--- config.mk ---
export PLATFORM = sky130hd
export DESIGN_NAME = instruction_decoder
export DESIGN_NICKNAME = d
export VERILOG_FILES = /design/src/rtl/instruction_decoder_pkg.sv /design/src/rtl/immediate_generator.sv /design/src/rtl/instruction_decoder.sv
export SDC_FILE = /design/constraint.sdc
export NUM_CORES = 1
export LEC_CHECK = 0
export ABC_AREA = 1
export CAP_MARGIN = 20
export CORE_MARGIN = 2
export CORE_UTILIZATION = 48
export CTS_CLUSTER_DIAMETER = 80
export DETAILED_ROUTE_END_ITERATION = 6
export GPL_TIMING_DRIVEN = 0
export PLACE_DENSITY = 0.77
export SYNTH_ARGS = -nofsm -noshare
export SYNTH_HDL_FRONTEND = slang
export SYNTH_SLANG_ARGS = --single-unit
--- constraint.sdc ---
create_clock -name clk -period 1.6 [get_ports clk]
set_clock_uncertainty 0.1 [all_clocks]
set_input_delay 0.32 -clock clk [delete_from_list [all_inputs] [get_ports clk]]
set_output_delay 0.32 -clock clk [all_outputs]
set_load 0.005 [all_outputs]
--- src/rtl/instruction_decoder_pkg.sv ---
// rtl/instruction_decoder_pkg.sv - shared RV32I/RV64I decode types, field codes and the decoded record
package instruction_decoder_pkg;

  localparam int MAX_XLEN = 64;

  typedef enum logic [6:0] {
    OP_LOAD      = 7'b0000011,
    OP_MISC_MEM  = 7'b0001111,
    OP_ARITH_IMM = 7'b0010011,
    OP_AUIPC     = 7'b0010111,
    OP_STORE     = 7'b0100011,
    OP_ARITH     = 7'b0110011,
    OP_LUI       = 7'b0110111,
    OP_BRANCH    = 7'b1100011,
    OP_JALR      = 7'b1100111,
    OP_JAL       = 7'b1101111,
    OP_SYSTEM    = 7'b1110011
  } opcode_e;

  typedef enum logic [2:0] {
    F3_BEQ = 3'd0, F3_BNE = 3'd1, F3_BLT = 3'd4, F3_BGE = 3'd5, F3_BLTU = 3'd6, F3_BGEU = 3'd7
  } branch_funct3_e;

  typedef enum logic [2:0] {
    F3_LB = 3'd0, F3_LH = 3'd1, F3_LW = 3'd2, F3_LD = 3'd3, F3_LBU = 3'd4, F3_LHU = 3'd5, F3_LWU = 3'd6
  } load_funct3_e;

  typedef enum logic [2:0] {
    F3_SB = 3'd0, F3_SH = 3'd1, F3_SW = 3'd2, F3_SD = 3'd3
  } store_funct3_e;

  typedef enum logic [2:0] {
    F3_ADD_SUB = 3'd0, F3_SLL = 3'd1, F3_SLT = 3'd2, F3_SLTU = 3'd3,
    F3_XOR = 3'd4, F3_SRL_SRA = 3'd5, F3_OR = 3'd6, F3_AND = 3'd7
  } arith_funct3_e;

  typedef enum logic [2:0] {
    IMM_I, IMM_S, IMM_B, IMM_U, IMM_J, IMM_NONE
  } imm_type_e;

  typedef enum logic [1:0] {
    ST_EMPTY, ST_ONE, ST_TWO
  } skid_state_e;

  typedef struct packed {
    logic [MAX_XLEN-1:0] pc;
    logic [6:0]          opcode;
    logic [4:0]          rd;
    logic [4:0]          rs1;
    logic [4:0]          rs2;
    logic [2:0]          funct3;
    logic [6:0]          funct7;
    logic [MAX_XLEN-1:0] imm;
    logic                rs1_used;
    logic                rs2_used;
    logic                rd_written;
    logic                illegal;
  } decoded_instr_t;

endpackage

--- src/rtl/immediate_generator.sv ---
// rtl/immediate_generator.sv - reassembles the format-specific immediate, sign-extended to XLEN
module immediate_generator
  import instruction_decoder_pkg::*;
#(
  parameter int XLEN = 32
) (
  input  logic [31:0]     instr,
  input  imm_type_e       imm_type,
  output logic [XLEN-1:0] imm
);

  logic [31:0] imm32;

  always_comb begin
    imm32 = '0;
    case (imm_type)
      IMM_I:   imm32 = {{20{instr[31]}}, instr[31:20]};
      IMM_S:   imm32 = {{20{instr[31]}}, instr[31:25], instr[11:7]};
      IMM_B:   imm32 = {{19{instr[31]}}, instr[31], instr[7], instr[30:25], instr[11:8], 1'b0};
      IMM_U:   imm32 = {instr[31:12], 12'b0};
      IMM_J:   imm32 = {{11{instr[31]}}, instr[31], instr[19:12], instr[20], instr[30:21], 1'b0};
      default: imm32 = '0;
    endcase
    // Every format carries its sign in bit 31, so widening the 32-bit form is enough.
    imm = XLEN'($signed(imm32));
  end

endmodule

--- src/rtl/instruction_decoder.sv ---
// rtl/instruction_decoder.sv - RV32I/RV64I decode stage with optional two-entry skid buffer and flush
module instruction_decoder
  import instruction_decoder_pkg::*;
#(
  parameter int XLEN = 32,
  parameter int SKID = 0
) (
  input  logic            clk,
  input  logic            rst_n,
  input  logic            flush,
  input  logic            in_valid,
  output logic            in_ready,
  input  logic [31:0]     in_instr,
  input  logic [XLEN-1:0] in_pc,
  output logic            out_valid,
  input  logic            out_ready,
  output logic [XLEN-1:0] out_pc,
  output logic [6:0]      out_opcode,
  output logic [4:0]      out_rd,
  output logic [4:0]      out_rs1,
  output logic [4:0]      out_rs2,
  output logic [2:0]      out_funct3,
  output logic [6:0]      out_funct7,
  output logic [XLEN-1:0] out_imm,
  output logic            out_rs1_used,
  output logic            out_rs2_used,
  output logic            out_rd_written,
  output logic            out_illegal
);

  localparam logic RV32 = (XLEN == 32);

  logic [6:0]      opcode;
  logic [2:0]      funct3;
  logic [6:0]      funct7;
  logic [4:0]      rd;
  imm_type_e       imm_type;
  logic            illegal;
  logic            rs1_used;
  logic            rs2_used;
  logic            rd_used;
  logic [XLEN-1:0] imm;
  decoded_instr_t  dec;
  decoded_instr_t  out_d, out_q;
  decoded_instr_t  skid_d, skid_q;
  skid_state_e     state_d, state_q;
  logic            out_valid_d, out_valid_q;
  logic            in_ready_d, in_ready_q;
  logic            in_xfer;
  logic            out_xfer;

  assign opcode = in_instr[6:0];
  assign funct3 = in_instr[14:12];
  assign funct7 = in_instr[31:25];
  assign rd     = in_instr[11:7];

  immediate_generator #(.XLEN(XLEN)) u_imm_gen (
    .instr    (in_instr),
    .imm_type (imm_type),
    .imm      (imm)
  );

  always_comb begin
    illegal  = 1'b0;
    imm_type = IMM_NONE;
    rs1_used = 1'b1;
    rs2_used = 1'b0;
    rd_used  = 1'b1;
    case (opcode)
      OP_LUI, OP_AUIPC: begin
        imm_type = IMM_U;
        rs1_used = 1'b0;
      end
      OP_JAL: begin
        imm_type = IMM_J;
        rs1_used = 1'b0;
      end
      OP_JALR: begin
        imm_type = IMM_I;
        illegal  = (funct3 != 3'd0);
      end
      OP_BRANCH: begin
        imm_type = IMM_B;
        rs2_used = 1'b1;
        rd_used  = 1'b0;
        illegal  = (funct3[2:1] == 2'b01);
      end
      OP_LOAD: begin
        imm_type = IMM_I;
        illegal  = (funct3 == 3'd7) || (RV32 && (funct3 == F3_LD || funct3 == F3_LWU));
      end
      OP_STORE: begin
        imm_type = IMM_S;
        rs2_used = 1'b1;
        rd_used  = 1'b0;
        illegal  = funct3[2] || (RV32 && funct3 == F3_SD);
      end
      OP_ARITH_IMM: begin
        imm_type = IMM_I;
        // Shift-immediates: bits above shamt must be zero (or 010000 for SRAI); shamt[5] only exists on RV64.
        if (funct3 == F3_SLL)
          illegal = (in_instr[31:26] != 6'b000000) || (RV32 && in_instr[25]);
        else if (funct3 == F3_SRL_SRA)
          illegal = ((in_instr[31:26] != 6'b000000) && (in_instr[31:26] != 6'b010000))
                    || (RV32 && in_instr[25]);
      end
      OP_ARITH: begin
        rs2_used = 1'b1;
        illegal  = !((funct7 == 7'h00) ||
                     (funct7 == 7'h20 && (funct3 == F3_ADD_SUB || funct3 == F3_SRL_SRA)));
      end
      OP_MISC_MEM, OP_SYSTEM: begin
        imm_type = (opcode == OP_SYSTEM) ? IMM_I : IMM_NONE;
      end
      default: illegal = 1'b1;
    endcase
    if (in_instr[1:0] != 2'b11) illegal = 1'b1;
  end

  always_comb begin
    dec            = '0;
    dec.pc         = MAX_XLEN'(in_pc);
    dec.opcode     = opcode;
    dec.rd         = rd;
    dec.rs1        = in_instr[19:15];
    dec.rs2        = in_instr[24:20];
    dec.funct3     = funct3;
    dec.funct7     = funct7;
    dec.imm        = MAX_XLEN'(imm);
    dec.rs1_used   = rs1_used && !illegal;
    dec.rs2_used   = rs2_used && !illegal;
    dec.rd_written = rd_used && !illegal && (rd != 5'd0);
    dec.illegal    = illegal;
  end

  assign in_ready = (SKID != 0) ? in_ready_q : (!out_valid_q || out_ready);
  assign in_xfer  = in_valid && in_ready && !flush;
  assign out_xfer = out_valid_q && out_ready;

  // TWO is only reachable with SKID=1; without it in_ready already implies out_ready when full.
  always_comb begin
    state_d = state_q;
    out_d   = out_q;
    skid_d  = skid_q;
    if (flush) begin
      state_d = ST_EMPTY;
    end else begin
      case (state_q)
        ST_EMPTY: if (in_xfer) begin
          state_d = ST_ONE;
          out_d   = dec;
        end
        ST_ONE: begin
          if (in_xfer && out_xfer) begin
            out_d = dec;
          end else if (in_xfer) begin
            state_d = ST_TWO;
            skid_d  = dec;
          end else if (out_xfer) begin
            state_d = ST_EMPTY;
          end
        end
        ST_TWO: if (out_xfer) begin
          state_d = ST_ONE;
          out_d   = skid_q;
        end
        default: state_d = ST_EMPTY;
      endcase
    end
    out_valid_d = (state_d != ST_EMPTY);
    in_ready_d  = (state_d != ST_TWO);
  end

  always_ff @(posedge clk or negedge rst_n) begin
    if (!rst_n) begin
      state_q     <= ST_EMPTY;
      out_q       <= '0;
      skid_q      <= '0;
      out_valid_q <= 1'b0;
      in_ready_q  <= 1'b1;
    end else begin
      state_q     <= state_d;
      out_q       <= out_d;
      skid_q      <= skid_d;
      out_valid_q <= out_valid_d;
      in_ready_q  <= in_ready_d;
    end
  end

  assign out_valid      = out_valid_q;
  assign out_pc         = out_q.pc[XLEN-1:0];
  assign out_opcode     = out_q.opcode;
  assign out_rd         = out_q.rd;
  assign out_rs1        = out_q.rs1;
  assign out_rs2        = out_q.rs2;
  assign out_funct3     = out_q.funct3;
  assign out_funct7     = out_q.funct7;
  assign out_imm        = out_q.imm[XLEN-1:0];
  assign out_rs1_used   = out_q.rs1_used;
  assign out_rs2_used   = out_q.rs2_used;
  assign out_rd_written = out_q.rd_written;
  assign out_illegal    = out_q.illegal;

  if (XLEN < MAX_XLEN) begin : g_narrow
    logic unused_hi;
    assign unused_hi = ^{out_q.pc[MAX_XLEN-1:XLEN], out_q.imm[MAX_XLEN-1:XLEN]};
  end

endmodule

Word-level counts from Yosys, hierarchy flattened. Cells that the tools add are included.

Register bits after elaboration: 203. Logic and storage cells: 118. Input port bits: 69.

Bitwise gates (word level): 2. Reductions and logical operators: 40. Muxes and demuxes: 21. Eq/ne operators: 29.

Operators with widths (count): $mux W132 (3); $pmux W132 S3 (1); $pmux W32 S5 (1); $eq A7 B6 Y1 const B (4); $eq A7 B7 Y1 const B (4); $pmux W3 S6 (1); $eq A7 B5 Y1 const B (2); $eq A3 B3 Y1 const B (4); $mux W2 (6); $logic_and A1 B1 Y1 (10); $eq A3 B2 Y1 const B (3); $reduce_or A3 Y1 (3); $logic_or A1 B1 Y1 (8); $ne A2 B2 Y1 const B (4); $eq A7 B2 Y1 const B (1); $eq A7 B4 Y1 const B (1); $logic_not A7 Y1 (1); $pmux W1 S7 (1); $eq A3 B1 Y1 const B (2); $logic_not A3 Y1 (2); $mux W1 (6); $ne A6 B5 Y1 const B (1); $pmux W2 S3 (1); $reduce_bool A3 Y1 (2); other kinds (13) (20).

Longest topological paths before layout.
Depth in word-level cells: 12. Gate-level depth with buffers: 14. Gate-level depth less buffers: 13.

Modules after synthesis. Synthesis repeated with hierarchy kept, for this count alone.

Cell total of the unflattened synthesis: 1191. Area total of the unflattened synthesis: 9557.9 um^2.

By module, submodules not included: instruction_decoder (times used 1, area each 8963.6 um^2, cells an instance 1089, sequential area each 5079.9 um^2); immediate_generator (times used 1, area each 594.3 um^2, cells an instance 102, sequential area each 0.0 um^2).

Least setup slack after synthesis. OpenSTA, ideal clock, no wires.

Path kind: register -> register. From: reg state_q[0]. To: reg out_q, in the netlist out_pc[10]. Arrival time: 1.427 ns. Stages on the path, launching flop included: 10. Path slack: -0.057 ns. Data required time: 1.370 ns. Path through: dfrtp_1 -> inv_2 -> nand2_1 -> a21oi_1 -> nor2_1 -> nand3_1 -> buf_4 -> buf_4 -> clkbuf_1 -> o21ai_0.

Longest elaborated chain between the ends: 3. Elaborated cells on any way between the ends: 9. Those cells by class: eq/ne: 5; mux: 1; reduce/logical: 3.

Ends and longest elaborated chain: start: declaration (RTL line instruction_decoder.sv:46) `skid_state_e state_d, state_q;`; start signal: assignment (RTL line instruction_decoder.sv:182) `state_q <= state_d;`; $eq A2 B1 Y1 (tied with other cells) (RTL line instruction_decoder.sv:148) `case (state_q)`; $ne A2 B2 Y1 (no line) or $reduce_bool A3 Y1 (tied branches); $reduce_and A5 Y1 (no line); end signal: assignment (RTL line instruction_decoder.sv:183) `out_q <= out_d;`; end: declaration (RTL line instruction_decoder.sv:44) `decoded_instr_t out_d, out_q;`.

Parallel ways exist; a longest one is shown, timed or not. A chain may end at the register's enable or synchronous reset.

Worst setup path in the final report.
From: reg out_valid_q, in the netlist out_valid. To: reg out_q, in the netlist out_pc[31].

Longest elaborated chain between the ends: 7. Elaborated cells on any way between the ends: 10. Those cells by class: eq/ne: 3; reduce/logical: 7.

Ends and longest elaborated chain: start: declaration (RTL line instruction_decoder.sv:47) `logic out_valid_d, out_valid_q;`; start signal: assignment (RTL line instruction_decoder.sv:185) `out_valid_q <= out_valid_d;`; $logic_not A1 Y1 (RTL line instruction_decoder.sv:136) `assign in_ready = (SKID != 0) ? in_ready_q : (!out_valid_q || out_ready);`; $logic_or A1 B1 Y1 (RTL line instruction_decoder.sv:136); $logic_and A1 B1 Y1 (2 in series) (RTL line instruction_decoder.sv:137) `assign in_xfer = in_valid && in_ready && !flush;`; $logic_and A1 B1 Y1 (RTL line instruction_decoder.sv:154) `if (in_xfer && out_xfer) begin`; $ne A2 B2 Y1 (no line); $reduce_and A5 Y1 (no line) *.

Every way passes the cells marked *; elsewhere a longest branch is shown, timed or not.

==> run_results.csv <==
group,metric,value,unit
status,status,"complete, but fails checks",
status,violations,"negative setup slack",
route,num_vias,9087,
pwr,p_seq_share,42.8,%
yosys,synth_edf_count,0,
timing,finalHoldViolCount,0,
worst_setup_path,worst_path_max_delay_cell,"dfrtp_1",
timing,final_max_slew_viol_count,0,
worst_setup_path,crit_required,1.88,ns
final_layout,stdcell_area,0.0137,mm^2
grt,grt_usage,27.3,%
timing,rsz0062_at_grt,"yes",
timing,period_minus_slack,1.80,ns
run,maxCapViolCount,0,
floorplan,die_w,145,um
grt,grt_pass1_wl,46900,um
worst_setup_path,crit_family,"buffers and inverters",
pwr,cellPowerDensity,1360,mW/mm^2
worst_hold_path,hold_path.class,"input port to register",
floorplan,die_h,145,um
worst_setup_path,critPathBufInv,3,
timing,setup_viol,218,
final_layout,multi_input_area,0.00431,mm^2
clocking,cts_buffer_depth,3,
yosys,ys_types,34,
clocking,clk_latency,0.51,ns
floorplan,start_util,49.1,%
worst_setup_path,cpPeakStageDelay,0.43,ns
timing,finalCritPeriodShare,113,%
pwr,ir_drop,670,uV
route,drcViolationCount,0,
route,routedWlPerCell,17.8,um
yosys,avgSynthCellArea,8.10,um^2
yosys,synth_nets,1253,
yosys,ys.flop_type,"dfrtp_1",
final_layout,layout.nets,1473,
floorplan,core_region_area,0.0195,mm^2
route,drt_first_pass_iters,6,
timing,fmax,555,MHz
final_layout,antenna_cells,0,
clocking,cts-root-buf,"clkbuf_16",
route,ant_nets,0,
grt,antenna_found_initial,1,
clocking,cts_sinks,203,
worst_setup_path,critical_path_class,"register to register",
yosys,async_reset_ff_share,100,%
yosys,ys_seq_elements,203,
placement,io_buffers,168,
pwr,power.total,18.6,mW
pwr,pwr-share-comb,27.0,%
worst_setup_path,cp_cell_sequence,"nand2_2 > nand3_4 > o21ai_4 > nand3_4 > buf_12 > clkbuf_16 > clkbuf_16 > nand2_2 > o21ai_1",
pwr,pwr-share-clk,30.3,%
pwr,swShare,30.2,%
worst_setup_path,arrival,2.08,ns
yosys,ys_seq_area_share,53.0,%
pwr,p_sw,5.62,mW
route,routed_wl,29900,um
clocking,h-tree-depth,1,
yosys,syn_area,0.00959,mm^2
pwr,p_leak,6.96,nW
grt,grt_max_degree,118,
placement,gp_congestion,0.916,
worst_setup_path,cp-end-kind,"register",
worst_setup_path,worstSetupStartpointType,"register",
yosys,synthCells,1184,
final_layout,seq_area,0.00508,mm^2
floorplan,fp-row-count,51,
route,drt_iter0_drc,778,
placement,dpl_cell_area,0.0118,mm^2
clocking,cts_tree,"done",
placement,dp_slack,-1.14,ns
final_layout,post-route-util,70.0,%
timing,setup_ws,-0.203,ns
clocking,numCtsBuffers,22,
final_layout,drive_gt1_share,20.5,%
worst_setup_path,cp_max_fo,7,
route,via_per_inst,5.39,
timing,slew_headroom,56.6,%
yosys,yosysWarningCount,0,
floorplan,dieArea,0.0211,mm^2
timing,worst_pin_slew,0.652,ns
final_layout,fillCellCount,1488,
placement,dp_hpwl,19700,um
grt,grt_pass1_vias,8946,
pwr,p_int,13.0,mW
grt,grt_overflow,0,
clocking,clk_pin_slew,0.06,ns
floorplan,io_pins,171,
final_layout,area_growth,42.6,%
## synthesized netlist by cell type (2+ instances only)
cell type / instances / area, um^2
inv_2: 5 / 18.8
nand3_1: 37 / 185
o21ai_2: 2 / 17.5
a21oi_1: 17 / 85.1
a211oi_1: 11 / 82.6
buf_1: 2 / 7.51
a31oi_1: 31 / 194
nand2_2: 5 / 31.3
inv_4: 2 / 12.5
nor2_1: 116 / 435
nand4_1: 8 / 50.1
nor2_2: 2 / 12.5
o31ai_1: 6 / 45.0
buf_2: 29 / 145
clkbuf_1: 31 / 116
nand2_1: 344 / 1290
dfrtp_1: 203 / 5080
nand2_4: 2 / 22.5
inv_1: 87 / 327
nand3_2: 15 / 150
nor2_4: 4 / 45.0
o21ai_0: 203 / 1020
buf_6: 7 / 78.8
buf_4: 5 / 37.5
## per-stage QoR
| step | hold slack [ns] | TNS, ns | cells |
|---|---|---|---|
| finish | 0.0364 | -19.02 | 1685 |
| global route | 0.0692 | -34.07 | 1685 |
| CTS | 0.0691 | -23.17 | 1679 |
| detailed placement | 0.352 | -189.17 | 1618 |
| global placement | 0.358 | -1861.01 | 1617 |
| floorplan | -0.0756 | -0.125 | 1184 |
## tightest hold or removal path, stage by stage
cell and delay, ns:
clkbuf_2 0.15, nand2_1 0.06, o21ai_0 0.06
## registers in the layout, indices dropped and copies added, names as in the netlist, 2 cells and up
| signal | flops |
|---|---|
| skid_q | 100 |
| out_rs1 | 5 |
| out_pc | 32 |
| out_funct7 | 7 |
| out_opcode | 7 |
| state_q | 2 |
| out_imm | 32 |
| out_funct3 | 3 |
| out_rs2 | 5 |
| out_rd | 5 |
## area by class of cell
cell class	instances	share of cell area, %
inverter	94	2.66
timing repair buffer	198	14.9
clock inverter	10	1.28
tap	265	2.42
clock buffer	30	4.62
sequential	203	37.2
buffer	73	5.49
multi-input combinational	812	31.5
## layout by cell type, fill, tap and decap left out, drive strengths merged
cell           synthesis  layout
nand2                351     351
o21ai                206     206
dfrtp                203     203
nor2                 123     123
dlygate4sd2            0     101
inv                   94      93
buf                   43      67
clkbuf                32      65
nand3                 53      53
clkdlybuf4s50          0      52
a31oi                 31      31
a21oi                 17      17
a211oi                11      11
dlymetal6s2s           0      10
nand4                  9       9
o31ai                  6       6
bufinv                 0       5
clkinv                 0       5
dlygate4sd3            0       3
bufbuf                 0       2
nor4                   1       1
or2                    1       1
a21boi                 1       1
clkinvlp               0       1
o22ai                  1       1
o211ai                 1       1
clkdlybuf4s15          0       1
## what timing repair did
| item | CTS | global route |
|---|---|---|
| endpoints found under the hold margin | 118 | 0 |
| endpoints found under the setup margin | 304 | 331 |
| setup buffers | 14 | 3 |
| hold buffers | 3 | 0 |
| pin swaps | 20 | 7 |
| gates resized for setup | 249 | 196 |
| gates cloned | 5 | 5 |
## cells by family after synthesis
group           after synthesis  synth area share [%]
flops                       203                  53.0
buf+inv                     169                  7.83
compound gates              274                  15.3
simple gates                538                  23.9
## routing by layer
| layer | track usage (%) | routed length [um] | part of all wire [%] |
|---|---|---|---|
| met1 | 37.2 | 12400 | 41 |
| met2 | 43.9 | 14200 | 47 |
| met3 | 5.24 | 2390 | 8.0 |
| met4 | 9.71 | 973 | 3.3 |
| met5 | 0 | 0 | 0 |
## worst paths after layout
| kind | depth (start not counted) | slack [ns] | from | to |
|---|---|---|---|---|
| setup / recovery | 9 | -0.20 | out_valid$_DFF_PN0_ | out_pc[31]$_DFFE_PN0P_ |
| hold / removal | 3 | 0.04 | in_instr[3] | skid_q[96]$_DFFE_PN0P_ |
| setup reg to reg | 9 | -0.20 | out_valid$_DFF_PN0_ | out_pc[31]$_DFFE_PN0P_ |
| hold reg to reg | 2 | 0.37 | out_imm[28]$_DFFE_PN0P_ | out_imm[28]$_DFFE_PN0P_ |
| max in group asynchronous | 3 | 0.23 | rst_n | out_imm[10]$_DFFE_PN0P_ |
| min in group asynchronous | 2 | 0.30 | rst_n | out_pc[7]$_DFFE_PN0P_ |
## power by group through the flow
stage | clock (mW) | combinational [mW] | sequential (mW)
2_1_floorplan | 0 | 2.11 | 7.81
3_3_place_gp | 0 | 4.48 | 7.84
3_5_place_dp | 0 | 4.64 | 7.88
4_1_cts | 5.67 | 4.51 | 7.79
5_1_grt | 5.89 | 5.58 | 8.16
6_report | 5.64 | 5.02 | 7.97
(Power assumes the default switching activity.)
